==> src/rtl/tcm_boot_loader_pkg.sv <==
// tcm_boot_loader_pkg: shared constants and the frame FSM state encoding
// for the TCM boot-image loader.
package tcm_boot_loader_pkg;

    localparam int TCM_BYTES = 131072;
    localparam int HDR_BYTES = 4;

    typedef enum logic [1:0] {
        S_ADDR,
        S_LEN,
        S_DATA,
        S_DONE
    } state_t;

endpackage

==> src/rtl/tcm_word_packer.sv <==
// tcm_word_packer: packs payload bytes into a 64-bit word with a byte-lane
// mask and emits it as a one-cycle registered write.
// Ports: clk_i, rst_i (async, active-low); byte_valid_i/byte_i/lane_i
//        insert a byte; lane_en_i sets the lane strobe; emit_i flushes
//        the word; data_o/wr_o are the registered write data and strobes.
module tcm_word_packer
    import tcm_boot_loader_pkg::*;
(
    input  logic        clk_i,
    input  logic        rst_i,
    input  logic        byte_valid_i,
    input  logic [7:0]  byte_i,
    input  logic [2:0]  lane_i,
    input  logic        lane_en_i,
    input  logic        emit_i,
    output logic [63:0] data_o,
    output logic [7:0]  wr_o
);

    logic [63:0] pack_q, pack_d;
    logic [7:0]  mask_q, mask_d;

    // Out-of-range bytes are consumed without touching data or mask.
    always_comb begin
        pack_d = pack_q;
        mask_d = mask_q;
        if (lane_en_i) begin
            pack_d[{lane_i, 3'b000} +: 8] = byte_i;
            mask_d[lane_i]                = 1'b1;
        end
    end

    always_ff @(posedge clk_i or negedge rst_i) begin
        if (!rst_i) begin
            pack_q <= '0;
            mask_q <= '0;
            data_o <= '0;
            wr_o   <= '0;
        end else begin
            wr_o <= '0;
            if (byte_valid_i) begin
                if (emit_i) begin
                    data_o <= pack_d;
                    wr_o   <= mask_d;
                    pack_q <= '0;
                    mask_q <= '0;
                end else begin
                    pack_q <= pack_d;
                    mask_q <= mask_d;
                end
            end
        end
    end

endmodule

==> src/rtl/tcm_boot_loader.sv <==
// tcm_boot_loader: parses framed segments (addr, len, payload) from a byte
// stream, writes them into the TCM and releases core reset on a terminator.
// Ports: clk_i, rst_i (async, active-low); in_valid_i/in_data_i/in_ready_o
//        byte stream; tcm_addr_o/tcm_data_o/tcm_wr_o RAM write port;
//        core_reset_o, err_o, checksum_o (TCM_BOOT_LOADER_CSUM_EN).
module tcm_boot_loader
    import tcm_boot_loader_pkg::*;
#(
    parameter int TCM_AW = 14
) (
    input  logic              clk_i,
    input  logic              rst_i,
    input  logic              in_valid_i,
    input  logic [7:0]        in_data_i,
    output logic              in_ready_o,
    output logic [TCM_AW-1:0] tcm_addr_o,
    output logic [63:0]       tcm_data_o,
    output logic [7:0]        tcm_wr_o,
    output logic              core_reset_o,
    output logic              err_o,
    output logic [31:0]       checksum_o
);

    state_t      state_q, state_d;
    logic [1:0]  hdr_cnt_q;
    logic [31:0] addr_q;
    logic [31:0] len_q;
    logic [31:0] len_nxt;
    logic        accept;
    logic        hdr_last;
    logic        data_acc;
    logic        in_range;
    logic        emit;

    assign accept   = in_valid_i && in_ready_o;
    assign hdr_last = (hdr_cnt_q == 2'(HDR_BYTES - 1));
    assign len_nxt  = {in_data_i, len_q[31:8]};
    assign data_acc = accept && (state_q == S_DATA);
    // Wrapped addresses fall back to small values only after passing
    // 0xFFFFFFFF, so a plain compare covers the whole 32-bit space.
    assign in_range = (addr_q < 32'(TCM_BYTES));
    assign emit     = (addr_q[2:0] == 3'd7) || (len_q == 32'd1);

    always_comb begin
        state_d = state_q;
        unique case (state_q)
            S_ADDR: if (accept && hdr_last) state_d = S_LEN;
            S_LEN: begin
                if (accept && hdr_last)
                    state_d = (len_nxt == 32'd0) ? S_DONE : S_DATA;
            end
            S_DATA: if (accept && len_q == 32'd1) state_d = S_ADDR;
            S_DONE: state_d = S_DONE;
            default: state_d = S_ADDR;
        endcase
    end

    always_ff @(posedge clk_i or negedge rst_i) begin
        if (!rst_i) state_q <= S_ADDR;
        else        state_q <= state_d;
    end

    // Header bytes are little-endian: shift in from the top so the first
    // byte ends up in bits [7:0] after four bytes.
    always_ff @(posedge clk_i or negedge rst_i) begin
        if (!rst_i) begin
            hdr_cnt_q    <= '0;
            addr_q       <= '0;
            len_q        <= '0;
            in_ready_o   <= 1'b0;
            core_reset_o <= 1'b1;
            err_o        <= 1'b0;
            tcm_addr_o   <= '0;
        end else begin
            in_ready_o   <= (state_d != S_DONE);
            core_reset_o <= (state_d != S_DONE);
            if (accept) begin
                unique case (state_q)
                    S_ADDR: begin
                        addr_q    <= {in_data_i, addr_q[31:8]};
                        hdr_cnt_q <= hdr_cnt_q + 2'd1;
                    end
                    S_LEN: begin
                        len_q     <= len_nxt;
                        hdr_cnt_q <= hdr_cnt_q + 2'd1;
                    end
                    S_DATA: begin
                        addr_q    <= addr_q + 32'd1;
                        len_q     <= len_q - 32'd1;
                        hdr_cnt_q <= '0;
                        if (!in_range) err_o <= 1'b1;
                        if (emit) tcm_addr_o <= addr_q[TCM_AW+2:3];
                    end
                    default: ;
                endcase
            end
        end
    end

    tcm_word_packer u_packer (
        .clk_i       (clk_i),
        .rst_i       (rst_i),
        .byte_valid_i(data_acc),
        .byte_i      (in_data_i),
        .lane_i      (addr_q[2:0]),
        .lane_en_i   (in_range),
        .emit_i      (emit),
        .data_o      (tcm_data_o),
        .wr_o        (tcm_wr_o)
    );

`ifdef TCM_BOOT_LOADER_CSUM_EN
    logic [31:0] csum_q;

    always_ff @(posedge clk_i or negedge rst_i) begin
        if (!rst_i)        csum_q <= '0;
        else if (data_acc) csum_q <= csum_q + {24'd0, in_data_i};
    end

    assign checksum_o = csum_q;
`else
    assign checksum_o = '0;
`endif

endmodule

==> config.mk <==
export PLATFORM = sky130hd
export DESIGN_NAME = tcm_boot_loader
export DESIGN_NICKNAME = d
export VERILOG_FILES = /design/src/rtl/tcm_boot_loader_pkg.sv /design/src/rtl/tcm_word_packer.sv /design/src/rtl/tcm_boot_loader.sv
export SDC_FILE = /design/constraint.sdc
export NUM_CORES = 1
export LEC_CHECK = 0
export BUFFER_PORTS_ARGS = -buffer_cell sky130_fd_sc_hd__buf_4
export CAP_MARGIN = 10
export CORE_ASPECT_RATIO = 0.9
export CORE_MARGIN = 1.5
export CORE_UTILIZATION = 50
export DETAILED_ROUTE_END_ITERATION = 16
export GPL_ROUTABILITY_DRIVEN = 1
export PLACE_DENSITY = 0.68
export RECOVER_POWER = 50
export SLEW_MARGIN = 40
export SYNTH_ARGS = -nofsm -noshare
export SYNTH_HDL_FRONTEND = slang
export SYNTH_SLANG_ARGS = --single-unit
==> constraint.sdc <==
create_clock -name clk_i -period 3.6 [get_ports clk_i]
set_input_delay 0.18 -clock clk_i [delete_from_list [all_inputs] [get_ports clk_i]]
set_output_delay 0.18 -clock clk_i [all_outputs]
set_load 0.02 [all_outputs]
Word level (Yosys, flattened, before mapping)
Index checks and enable logic that the tools add are counted.
Storage, ports and cells
  input port bits: 11
  memories: 0
  word-level logic and storage cells: 65
  bits in latches: 0
  RAM bits: 0
  ROM bits: 0
  register bits: 229
Cells by class
  reduce and logical (&&, ||, !) cells: 18
  $add $sub $neg: 4
  bitwise logic cells: 2
  magnitude comparators: 3
  multiplexer cells: 17
  equality and inequality tests: 7
  div/mod/pow operators: 0
  multipliers: 0
  shifts and indexed selects: 2
Operators with widths (count)
  $mux W64: 2
  $pmux W32 S2: 2
  $bwmux W64: 1
  $shift A8 B8 Y64 const A: 1
  $shiftx A8 B8 Y64: 1
  $add A32 B1 Y32 const B: 1
  $eq A32 B1 Y1 const B: 1
  $logic_not A32 Y1: 1
  $lt A32 B18 Y1 const B: 1
  $mux W8: 4
  $sub A32 B1 Y32 const B: 1
  $neg A6 Y8: 1
  $or A8 B8 Y8: 1
  $pmux W2 S4: 1
  $reduce_and A2 Y1: 4
  $eq A2 B2 Y1 const B: 3
  $mux W2: 3
  $reduce_and A3 Y1: 2
  $reduce_bool A2 Y1: 3
  $logic_and A1 B1 Y1: 5
  $lt A3 B4 Y1 const B: 1
  $pmux W2 S2: 1
  $demux W1 S3: 1
  $eq A3 B3 Y1 const B: 1
  other kinds (9): 10

Logic depth before layout (Yosys ltp)
Gate-level depths: netlist of the first run.
  depth in word-level cells: 8
  depth in mapped cells: 10

Modules after synthesis
From an unflattened synthesis of the first run, not the netlist that was laid out.
Second synthesis, totals
  cell total of the unflattened synthesis: 1364
  area, all modules: 12653.4 µm²
Modules (own cells, without submodules)
  tcm_word_packer: cells an instance 702, instances 1, seq. area each 3603.5 µm², area an instance 7018.0 µm²
  tcm_boot_loader: cells an instance 662, instances 1, seq. area each 2128.3 µm², area an instance 5635.4 µm²

Least setup slack after synthesis of the first run
OpenSTA, ideal clock, no wires.
  kind: register to register
  start: reg len_q[26]
  end: reg tcm_addr_o[10]
  buffers on the path: 2
  arrival: 2.636 ns
  setup slack: 0.837 ns
  data required time: 3.472 ns
  setup time: 0.128 ns
  period minus slack after synthesis: 2.763 ns
  stages on the path, launching flop included: 8
  cell sequence: dfrtp_1 -> or4_1 -> or4_1 -> buf_2 -> o41ai_4 -> nand2_2 -> buf_2 -> mux2_1
Between the ends
  longest elaborated chain between the ends: 3
Ends and longest elaborated chain
  start, declared: RTL line tcm_boot_loader.sv:27  | logic [31:0] len_q;
  start signal, assigned: RTL line tcm_boot_loader.sv:84  | len_q <= len_nxt;
  start signal, assigned: RTL line tcm_boot_loader.sv:89  | len_q <= len_q - 32'd1;
  $eq A32 B1 Y1: RTL line tcm_boot_loader.sv:42  | assign emit = (addr_q[2:0] == 3'd7) || (len_q == 32'd1);
  $logic_or A1 B1 Y1: RTL line tcm_boot_loader.sv:42
  $reduce_and A3 Y1 (no line)
  end signal, assigned: RTL line tcm_boot_loader.sv:92  | if (emit) tcm_addr_o <= addr_q[TCM_AW+2:3];
  end, declared: RTL line tcm_boot_loader.sv:16  | output logic [TCM_AW-1:0] tcm_addr_o,
No other way between the ends.
A chain may end at the register's enable or synchronous reset.

Worst setup path after layout of the first run
  start: reg len_q[26]
  end: reg u_packer.data_o[36]
Between the ends
  longest elaborated chain between the ends: 3
Ends and longest elaborated chain
  $eq A32 B1 Y1: RTL line tcm_boot_loader.sv:42
  $logic_or A1 B1 Y1: RTL line tcm_boot_loader.sv:42
  $reduce_and A2 Y1 (no line)
  end signal, assigned: RTL line tcm_word_packer.sv:43  | data_o <= pack_d;
  end, declared: RTL line tcm_word_packer.sv:16  | output logic [63:0] data_o,
No other way between the ends.

==> results.txt, run 1 <==
----------------------------------------------------
[CTS]
  CTS-repair resized insts ... 0
  Num Clock Sinks ... 229
  CTS root buf ... clkbuf_16
  Reg clk slew, reported paths ... 0.06 ns
  Clock Path Buffers ... 3
  TritonCTS buffer count ... 25
  H-tree depth reported by CTS ... 1
  Clk Latency, worst-skew pair ... 0.54 ns
  Clock tree from TritonCTS ... done

[Timing]
  Setup TNS ... 0 ns
  Setup violations, final ... 0
  Final count of pins violating max slew ... 136
  RSZ-0062 raised after global routing ... no
  Highest Clock Rate ... 330 MHz
  Number of hold violations in the final report ... 0
  Post-route clock period utilization ... 84.1%
  Worst slew pin tran ... 2.34 ns
  Maximum clock skew at final layout ... 0.0161 ns
  Final period demand of the worst path ... 3.03 ns
  Worst slew margin relative to its limit ... -55.8%

[Cells and area]
  Area Overhead vs Synth ... 12.9%
  Final Core Density ... 57.1%
  Fillers ... 2076
  Layout Nets ... 1299
  Antenna cells ... 0
  Share of layout cells above drive strength 1 ... 8.52%

[Die]
  Area of the core ... 23200 sq um
  Number of standard-cell rows in the floorplan ... 53
  Die Y-Extent ... 148 um
  Starting utilization of the core area ... 50.6%
  DIE WIDTH ... 165 um
  Die area ... 24400 sq um
  Number of I/O pins ... 132

[Worst setup path]
  Flop-to-flop setup slack ... 0.57 ns
  Capturing element type of the critical path ... flip-flop
  Worst EP arrival ... 3.43 ns
  Critical path startpoint category ... flip-flop
  Required time of the worst setup path ... 4.00 ns
  Crit path max fanout ... 35
  Worst Path Class, Setup ... flip-flop to flip-flop

[Routing]
  Post-DR wirelength/cell ... 20.1 um
  Residual DRC count ... 0
  Initial drt markers ... 939
  Final routed wirelength across all metal layers ... 32100 um
  Residual antenna-violating net count after detailed routing ... 0
  Vias per cell ... 6.31
  Number of search-and-repair iterations in the first detailed-routing pass ... 5
  Count of vias placed by the detailed router ... 10052

[GRT]
  Wire length of the first global-routing pass ... 51300 um
  Initial antenna violation count ... 0
  Via count of the first global-routing pass ... 9320
  Total global-route track usage ... 26.3%
  Pin count of the biggest net entering global routing ... 96
  Grt ovf ... 0

[Logic synthesis]
  Proportion of netlist area held by the largest area contributor ... 48.6%
  Synth Flop Type ... dfrtp_1
  Synth Warn # ... 0
  Netlist Area Pre-Place ... 11800 sq um
  Main area contributors after synthesis ... dfrtp_1 (49%), mux2i_1 (6.6%), o21ai_0 (5.3%), o2bb2ai_1 (4.5%), a21oi_1 (3.6%)
  Flops & latches, synth ... 229
  Post-synth EDFFs ... 0
  Top cell type by total area after synthesis ... dfrtp_1
  Post-synthesis cell count ... 1215
  Part of the Yosys area used for sequential elements ... 48.8%
  Avg Inst Size Synth ... 9.67 sq um
  Async set or reset register ratio after synthesis ... 100%
  Unique cell type count in the Yosys netlist ... 60

[Job]
  Count of maximum capacitance violations ... 2

[Worst hold path]
  Path class of the lowest-slack min-delay path ... primary input to flip-flop

[Place]
  Detailed-placement wirelength estimate ... 20700 um
  Count of input and output buffers ... 99
  Gp weighted congestion ... 0.842

[Outcome]
  Outcome ... finished, violations left
  Violated checks ... capacitance limit, slew limit

[Pwr]
  Leak pwr ... 5.63 nW
  Total power divided by cell area ... 691 nW/um^2
  Worst voltage drop across the vdd grid ... 0.000413 V

----------------------------------------------------
## cell usage after synthesis (4+ instances only)
library cell / n
or2_2: 4
o31ai_1: 5
a2bb2oi_1: 9
a21oi_1: 84
and3_1: 17
nand2_1: 80
nor2_1: 68
o2bb2ai_1: 60
a31oi_1: 11
mux2_1: 12
inv_1: 13
clkbuf_1: 85
o32ai_1: 6
dfrtp_1: 228
o22a_1: 21
o21ai_0: 125
ha_1: 13
or4_1: 8
mux2i_1: 78
and4_1: 5
a41oi_1: 6
buf_1: 13
o211ai_1: 4
o21ai_1: 30
buf_2: 4
or3_1: 10
nor3_1: 29
o22ai_1: 30
and2_1: 5
buf_4: 32
nand3_1: 36
o41ai_1: 4
nand4_1: 18
nor4_1: 19
## area by class of cell
type                       count  area (sq um)  area share [%]
sequential                   229          5730            43.2
clock inverter                 9           163            1.23
multi-input combinational    869          5500            41.5
clock buffer                  34           709            5.35
tap                          302           378            2.85
timing repair buffer         136           731            5.51
inverter                      14          52.6           0.396
## layout by cell type (no fill, tap or decap), types with 4 or more instances in the layout
cell       netlist  routed
a21oi_1         84      84
a2bb2oi_1        9       9
a31oi_1         11      11
a41oi_1          6       6
and2_1           5       5
and3_1          17      16
and4_1           5       5
buf_4           32      49
bufinv_16        0       4
clkbuf_1        85      86
clkbuf_16        0      25
clkbuf_8         0       5
conb_1           1      32
dfrtp_1        228     228
ha_1            13      12
inv_1           13      13
mux2_1          12      12
mux2i_1         78      78
nand2_1         80      79
nand3_1         36      36
nand4_1         18      18
nor2_1          68      67
nor3_1          29      28
nor4_1          19      16
o211ai_1         4       4
o21ai_0        125     125
o21ai_1         30      30
o22a_1          21      21
o22ai_1         30      30
o2bb2ai_1       60      60
o31ai_1          5       5
o32ai_1          6       6
o41ai_1          4       4
or2_2            4       4
or3_1           10      10
or4_1            8       8
## power by group
| group | switching [W] | total (W) | internal (W) |
|---|---|---|---|
| logic | 0.00165 | 0.00260 | 0.000945 |
| clock network | 0.00107 | 0.00273 | 0.00167 |
| registers | 0.000524 | 0.00384 | 0.00331 |
## sequential cells by signal (all words and copies together) (netlist names)
register,count
u_packer.pack_q,64
tcm_addr_o,14
hdr_cnt_q,2
state_q,2
len_q,32
u_packer.wr_o,8
in_ready_o,1
u_packer.mask_q,8
addr_q,32
core_reset_o,1
err_o,1
u_packer.data_o,64
## worst max-delay path, stage by stage, from the launching register on
cell and delay [ns]:
dfrtp_1 0.42, or4_1 0.58, or4_1 0.57, o41a_2 0.68
buf_4 0.29, o21ai_0 0.20, o21ai_0 0.14
## metrics by stage
step                      hold WS (ns)  worst slack, ns  total power, W  cells  cell area, sq um
after detailed placement         0.124            0.622         0.00669   1549             12700
after floorplan                 -0.116            0.837         0.00558   1246             11900
final                           0.0502            0.572         0.00917   1593             13300
after global placement           0.128            0.644         0.00662   1548             12700
after global routing            0.0613            0.337         0.00965   1593             13300
after CTS                       0.0362            0.586         0.00945   1593             13600
## layer usage
metal	wire length, um	vias up	GRT usage (%)
met1	15200	5029	41.3
met5	0	-	0
met4	444	0	5.32
li1	-	4601	-
met3	2260	40	4.41
met2	14200	382	37.9
## worst paths after layout
| check | startpoint | endpoint | depth (start not counted) |
|---|---|---|---|
| setup / recovery | len_q[26] | u_packer.data_o[36] | 6 |
| hold / removal | in_data_i[6] | addr_q[30] | 3 |
| setup reg to reg | len_q[26] | u_packer.data_o[36] | 6 |
| hold reg to reg | err_o | err_o | 1 |
| max in group asynchronous | rst_i | u_packer.mask_q[3] | 3 |
| min in group asynchronous | rst_i | u_packer.data_o[6] | 2 |
## cells by family after synthesis
logic type               after synthesis  synth area share [%]
AO/OA/AOI/OAI                        426                  23.3
AND/OR/NAND/NOR                      306                  12.7
flip-flops                           229                  48.8
buffers and inverters                148                  5.79
multiplexers                          92                  7.99
adder cells (fa/ha/maj)               13                  1.38
other                                  1                0.0319
## what timing repair did
action,in CTS,in global routing
setup buffers,0,0
hold endpoints to repair,49,0
hold buffers,1,0
Power figures use the tool's default switching activity.
==> run 2: changes to the inputs <==
clock period = 2.8 ns   (was 3.6 ns; I/O delays follow)
==> results.txt, run 2 (synthesis results as in run 1) <==
----------------------------------------------------
[Worst setup path]
  Crit path max fanout ... 67
  Family of cells with the greatest summed delay on the critical path ... simple AND/OR/NAND/NOR gates
  List of cells traversed by the critical path ... or4_1 > or4_4 > o41a_2 > buf_12 > nor2_1 > buf_4 > nor2_1
  Required time of the worst setup path ... 3.21 ns
  Worst-path cell with the longest stage delay ... or4_1
  Worst Path Class, Setup ... flip-flop to flip-flop
  Crit-path max cell delay ... 0.57 ns
  Critical path startpoint category ... flip-flop
  Capturing element type of the critical path ... flip-flop
  Worst EP arrival ... 3.11 ns
  Cell repeated most along the worst path ... nor2_1
  Flop-to-flop setup slack ... 0.10 ns
  Combined buffer and inverter count along the critical path ... 2

[Pwr]
  Leak pwr ... 5.88 nW
  Worst voltage drop across the vdd grid ... 0.000548 V
  Total power divided by cell area ... 881 nW/um^2

[GRT]
  Met1 capacity usage during global routing ... 41.5%
  Wire length of the first global-routing pass ... 51700 um
  Initial antenna violation count ... 0
  Met3 Resource Use GR ... 4.27%
  Pin count of the biggest net entering global routing ... 125
  GR peak layer ... met1
  Global routing usage on met2 ... 38.7%
  Via count of the first global-routing pass ... 9451
  Total global-route track usage ... 26.5%
  Grt ovf ... 0

[CTS]
  # Post-CTS Setup Buffers ... 0
  Reg clk slew, reported paths ... 0.06 ns
  H-tree depth reported by CTS ... 1
  TritonCTS buffer count ... 24
  Num Clock Sinks ... 229
  Clock Path Buffers ... 3
  Clock tree from TritonCTS ... done
  Clk Latency, worst-skew pair ... 0.53 ns
  CTS root buf ... clkbuf_16

[Timing]
  Worst slew pin tran ... 1.77 ns
  Highest Clock Rate ... 371 MHz
  Setup violations, final ... 0
  RSZ-0062 raised after global routing ... no
  Worst slew margin relative to its limit ... -18.2%
  Post-route clock period utilization ... 96.3%
  Final count of pins violating max slew ... 72
  Maximum clock skew at final layout ... 0.0177 ns
  Setup TNS ... 0 ns
  Number of hold violations in the final report ... 0
  Final period demand of the worst path ... 2.70 ns
  Slack of the critical path ... 0.103 ns

[Routing]
  Initial drt markers ... 936
  Count of vias placed by the detailed router ... 10036
  Post-DR wirelength/cell ... 19.8 um
  Residual DRC count ... 0
  Vias per cell ... 6.23
  Residual antenna-violating net count after detailed routing ... 0
  Number of search-and-repair iterations in the first detailed-routing pass ... 5
  Final routed wirelength across all metal layers ... 31900 um

[Place]
  Placement Setup Slack ... 0.0774 ns
  DP Cell Count ... 1565
  Detailed-placement wirelength estimate ... 20700 um
  Gp weighted congestion ... 0.870
  Count of input and output buffers ... 99

[Cells and area]
  Area occupied by registers ... 5730 sq um
  Area Overhead vs Synth ... 15.8%
  Multi-input logic area ... 5530 sq um
  Most common cell after layout, fill and taps aside ... dfrtp_1
  Final non-filler cell total ... 1611
  Registers with the highest flip-flop counts ... u_packer.data_o (64), u_packer.pack_q (64)
  Antenna cells ... 0
  Top library cells by usage in the layout, fill and taps aside ... dfrtp_1 (228), o21ai_0 (125), buf_4 (99)
  Fillers ... 2054
  Layout Nets ... 1315
  Share of layout cells above drive strength 1 ... 12.8%

[Die]
  Starting utilization of the core area ... 50.6%
  Number of standard-cell rows in the floorplan ... 53
  Area of the core ... 23200 sq um
  Die area ... 24400 sq um
  Number of I/O pins ... 132
  DIE WIDTH ... 165 um
  Die Y-Extent ... 148 um

[Outcome]
  Outcome ... finished, violations left
  Violated checks ... capacitance limit, slew limit

[Worst hold path]
  Path class of the lowest-slack min-delay path ... primary input to flip-flop

[Job]
  Count of maximum capacitance violations ... 1

----------------------------------------------------
run 2: cell types whose count changed in the layout (fill, tap and decap cells not counted), moves of 2 or more:
cell,before,now
buf_6,0,3
o21ai_2,0,2
o21ai_1,30,28
o31ai_2,0,2
buf_4,49,99
o31ai_1,5,3
clkbuf_1,86,51
buf_12,1,4
run 2: metrics by stage:
step | hold WS, ns | utilization, % | cell area, sq um | power, W
finish | 0.0696 | 58.6 | 13600 | 0.0120
global route | 0.0437 | 58.6 | 13600 | 0.0126
CTS | 0.0302 | 59.3 | 13800 | 0.0122
detailed placement | 0.145 | 55.5 | 12900 | 0.00867
global placement | 0.146 | 55.5 | 12900 | 0.00860
floorplan | -0.156 | - | 11900 | 0.00717
run 2: worst paths after layout:
kind                       cells past startpoint                 from             endpoint
max                                            7            len_q[26]   u_packer.mask_q[7]
min                                            3         in_data_i[1]            len_q[25]
max reg2reg                                    7            len_q[26]   u_packer.mask_q[7]
min reg2reg                                    1  u_packer.pack_q[58]  u_packer.pack_q[58]
max in group asynchronous                      3                rst_i     u_packer.wr_o[3]
min in group asynchronous                      2                rst_i   u_packer.data_o[4]
run 2: area by class of cell:
cell class	count	area share [%]
clock inverter	9	1.35
timing repair buffer	153	7.70
inverter	14	0.386
sequential	229	42.1
multi-input combinational	869	40.6
tap	302	2.78
clock buffer	35	5.01
run 2: layer usage:
metal,wire length [um],up-vias
met5,0,-
met4,573,0
met3,2280,45
met2,13900,387
met1,15200,4959
li1,-,4645
run 2: tightest hold or removal path: cells and delay by family:
kind,cells,cell delay [ns]
buf+inv,1,0.19
compound gates,2,0.21
run 2: timing repair:
| action | CTS | global route |
|---|---|---|
| gates resized for setup | 0 | 6 |
| hold buffers | 2 | 0 |
| endpoints found under the setup margin | 0 | 71 |
| hold endpoints to repair | 70 | 0 |
run 2: power by group:
| group | switching, W | internal [W] | leakage (nW) | total (W) |
|---|---|---|---|---|
| Sequential | 0.000616 | 0.00426 | 3.00 | 0.00487 |
| Combinational | 0.00218 | 0.00143 | 2.47 | 0.00361 |
| Clock | 0.00135 | 0.00215 | 0.418 | 0.00350 |
| Total | 0.00414 | 0.00784 | 5.88 | 0.0120 |
==> run 3: changes to the inputs <==
CORE_MARGIN = 2   (was 1.5)
==> results.txt, run 3 (synthesis results as in run 1) <==
----------------------------------------------------
[Routing]
  Number of search-and-repair iterations in the first detailed-routing pass ... 5
  Residual DRC count ... 0
  Residual antenna-violating net count after detailed routing ... 0
  Count of vias placed by the detailed router ... 9998
  Initial drt markers ... 877
  Final routed wirelength across all metal layers ... 32200 um
  Vias per cell ... 6.17
  Post-DR wirelength/cell ... 19.9 um

[Worst setup path]
  List of cells traversed by the critical path ... or4_1 > or4_4 > o41ai_4 > buf_4 > o21ai_1 > o2bb2ai_1
  Worst Path Class, Setup ... flip-flop to flip-flop
  Worst-path cell with the longest stage delay ... or4_1
  Combined buffer and inverter count along the critical path ... 1
  Crit path max fanout ... 15
  Required time of the worst setup path ... 3.21 ns
  Capturing element type of the critical path ... flip-flop
  Family of cells with the greatest summed delay on the critical path ... simple AND/OR/NAND/NOR gates
  Crit-path max cell delay ... 0.58 ns
  Flop-to-flop setup slack ... 0.13 ns
  Worst EP arrival ... 3.08 ns
  Critical path startpoint category ... flip-flop

[GRT]
  Total global-route track usage ... 26.0%
  Wire length of the first global-routing pass ... 51300 um
  Pin count of the biggest net entering global routing ... 98
  Grt ovf ... 0
  Via count of the first global-routing pass ... 9283
  Initial antenna violation count ... 1

[Cells and area]
  Final Core Density ... 58.6%
  Share of layout cells above drive strength 1 ... 13.2%
  Top library cells by usage in the layout, fill and taps aside ... dfrtp_1 (228), o21ai_0 (125), buf_4 (107)
  Most common cell after layout, fill and taps aside ... dfrtp_1
  Layout Nets ... 1324
  Antenna cells ... 0
  Area Overhead vs Synth ... 15.7%
  Registers with the highest flip-flop counts ... u_packer.data_o (64), u_packer.pack_q (64)
  Fillers ... 2072

[Timing]
  Final period demand of the worst path ... 2.67 ns
  Final count of pins violating max slew ... 0
  Number of hold violations in the final report ... 0
  Post-route clock period utilization ... 95.5%
  Final worst hold slack ... 0.0506 ns
  Highest Clock Rate ... 374 MHz
  Slack of the critical path ... 0.127 ns
  Worst slew margin relative to its limit ... 21.6%
  Setup violations, final ... 0
  Setup TNS ... 0 ns
  Worst slew pin tran ... 1.18 ns
  RSZ-0062 raised after global routing ... no
  Maximum clock skew at final layout ... 0.0162 ns

[Pwr]
  Leak pwr ... 5.91 nW
  Worst voltage drop across the vdd grid ... 0.000574 V
  Total power divided by cell area ... 870 nW/um^2
  Design Power ... 0.0118 W

[CTS]
  Num Clock Sinks ... 229
  Clock tree from TritonCTS ... done
  H-tree depth reported by CTS ... 1
  TritonCTS buffer count ... 25
  CTS root buf ... clkbuf_16
  Reg clk slew, reported paths ... 0.06 ns
  # Post-CTS Setup Buffers ... 0
  Clk Latency, worst-skew pair ... 0.54 ns
  Clock Path Buffers ... 3

[Die]
  Starting utilization of the core area ... 50.6%
  Die Y-Extent ... 149 um
  Number of I/O pins ... 132
  Area of the core ... 23200 sq um
  DIE WIDTH ... 166 um
  Die area ... 24700 sq um
  Number of standard-cell rows in the floorplan ... 53

[Place]
  Detailed-placement wirelength estimate ... 21100 um
  Count of input and output buffers ... 99
  Gp weighted congestion ... 0.867
  Placement Setup Slack ... 0.0868 ns

[Job]
  Count of maximum capacitance violations ... 0

[Outcome]
  Outcome ... complete, no violations

[Worst hold path]
  Path class of the lowest-slack min-delay path ... primary input to flip-flop

----------------------------------------------------
-- run 3: cell types whose count changed in the layout (fill, tap and decap cells not counted), moves of 2 or more --
cell	delta
buf_6	-3
clkinv_2	+5
bufinv_16	-3
buf_4	+8
clkbuf_4	+2
-- run 3: worst paths after layout --
check                                    start                  end  depth (start not counted)
max                                  len_q[26]  u_packer.pack_q[29]                          6
max in group asynchronous                rst_i   u_packer.mask_q[1]                          4
min                               in_data_i[1]            len_q[25]                          3
max reg2reg                          len_q[26]  u_packer.pack_q[29]                          6
min in group asynchronous                rst_i   u_packer.pack_q[6]                          2
min reg2reg                u_packer.pack_q[11]  u_packer.pack_q[11]                          1
-- run 3: cell type report --
class / instances / area, sq um / area share [%]
repair buffers: 161 / 1090 / 8.03
clock buffers: 34 / 709 / 5.22
flip-flops and latches: 229 / 5730 / 42.2
clock inverters: 11 / 123 / 0.902
multi-input cells: 869 / 5510 / 40.5
inverters: 14 / 52.6 / 0.387
well taps: 302 / 378 / 2.78
-- run 3: layer usage --
metal / track usage, % / vias up / share of wire [%]
met1: 40.6 / 4930 / 47
met5: 0 / - / 0.031
met3: 4.46 / 50 / 7.1
met4: 5.04 / 2 / 1.7
li1: - / 4651 / -
met2: 38.1 / 365 / 44
-- run 3: what timing repair did --
item / in CTS / in global routing
hold endpoints to repair: 95 / 0
setup endpoints to repair: 0 / 19
resized for setup: 0 / 2
hold buffers: 2 / 0
-- run 3: through the flow --
| stage | std cells | cell area (sq um) |
|---|---|---|
| 4_1_cts | 1619 | 13800 |
| 6_report | 1620 | 13600 |
| 5_1_grt | 1620 | 13600 |
| 3_3_place_gp | 1572 | 12900 |
| 2_1_floorplan | 1246 | 11900 |
| 3_5_place_dp | 1572 | 12900 |
-- run 3: power breakdown --
group | switching (W) | total (W) | internal (W)
Combinational | 0.00216 | 0.00359 | 0.00143
Sequential | 0.000630 | 0.00489 | 0.00426
Clock | 0.00139 | 0.00335 | 0.00196
Total | 0.00418 | 0.0118 | 0.00765
-- run 3: worst reg2reg max path, stage by stage, from the launching register on --
cell and delay (ns):
dfrtp_1 0.37, or4_1 0.58, or4_4 0.48, o41ai_4 0.38, buf_4 0.28, o21ai_1 0.26, o2bb2ai_1 0.21
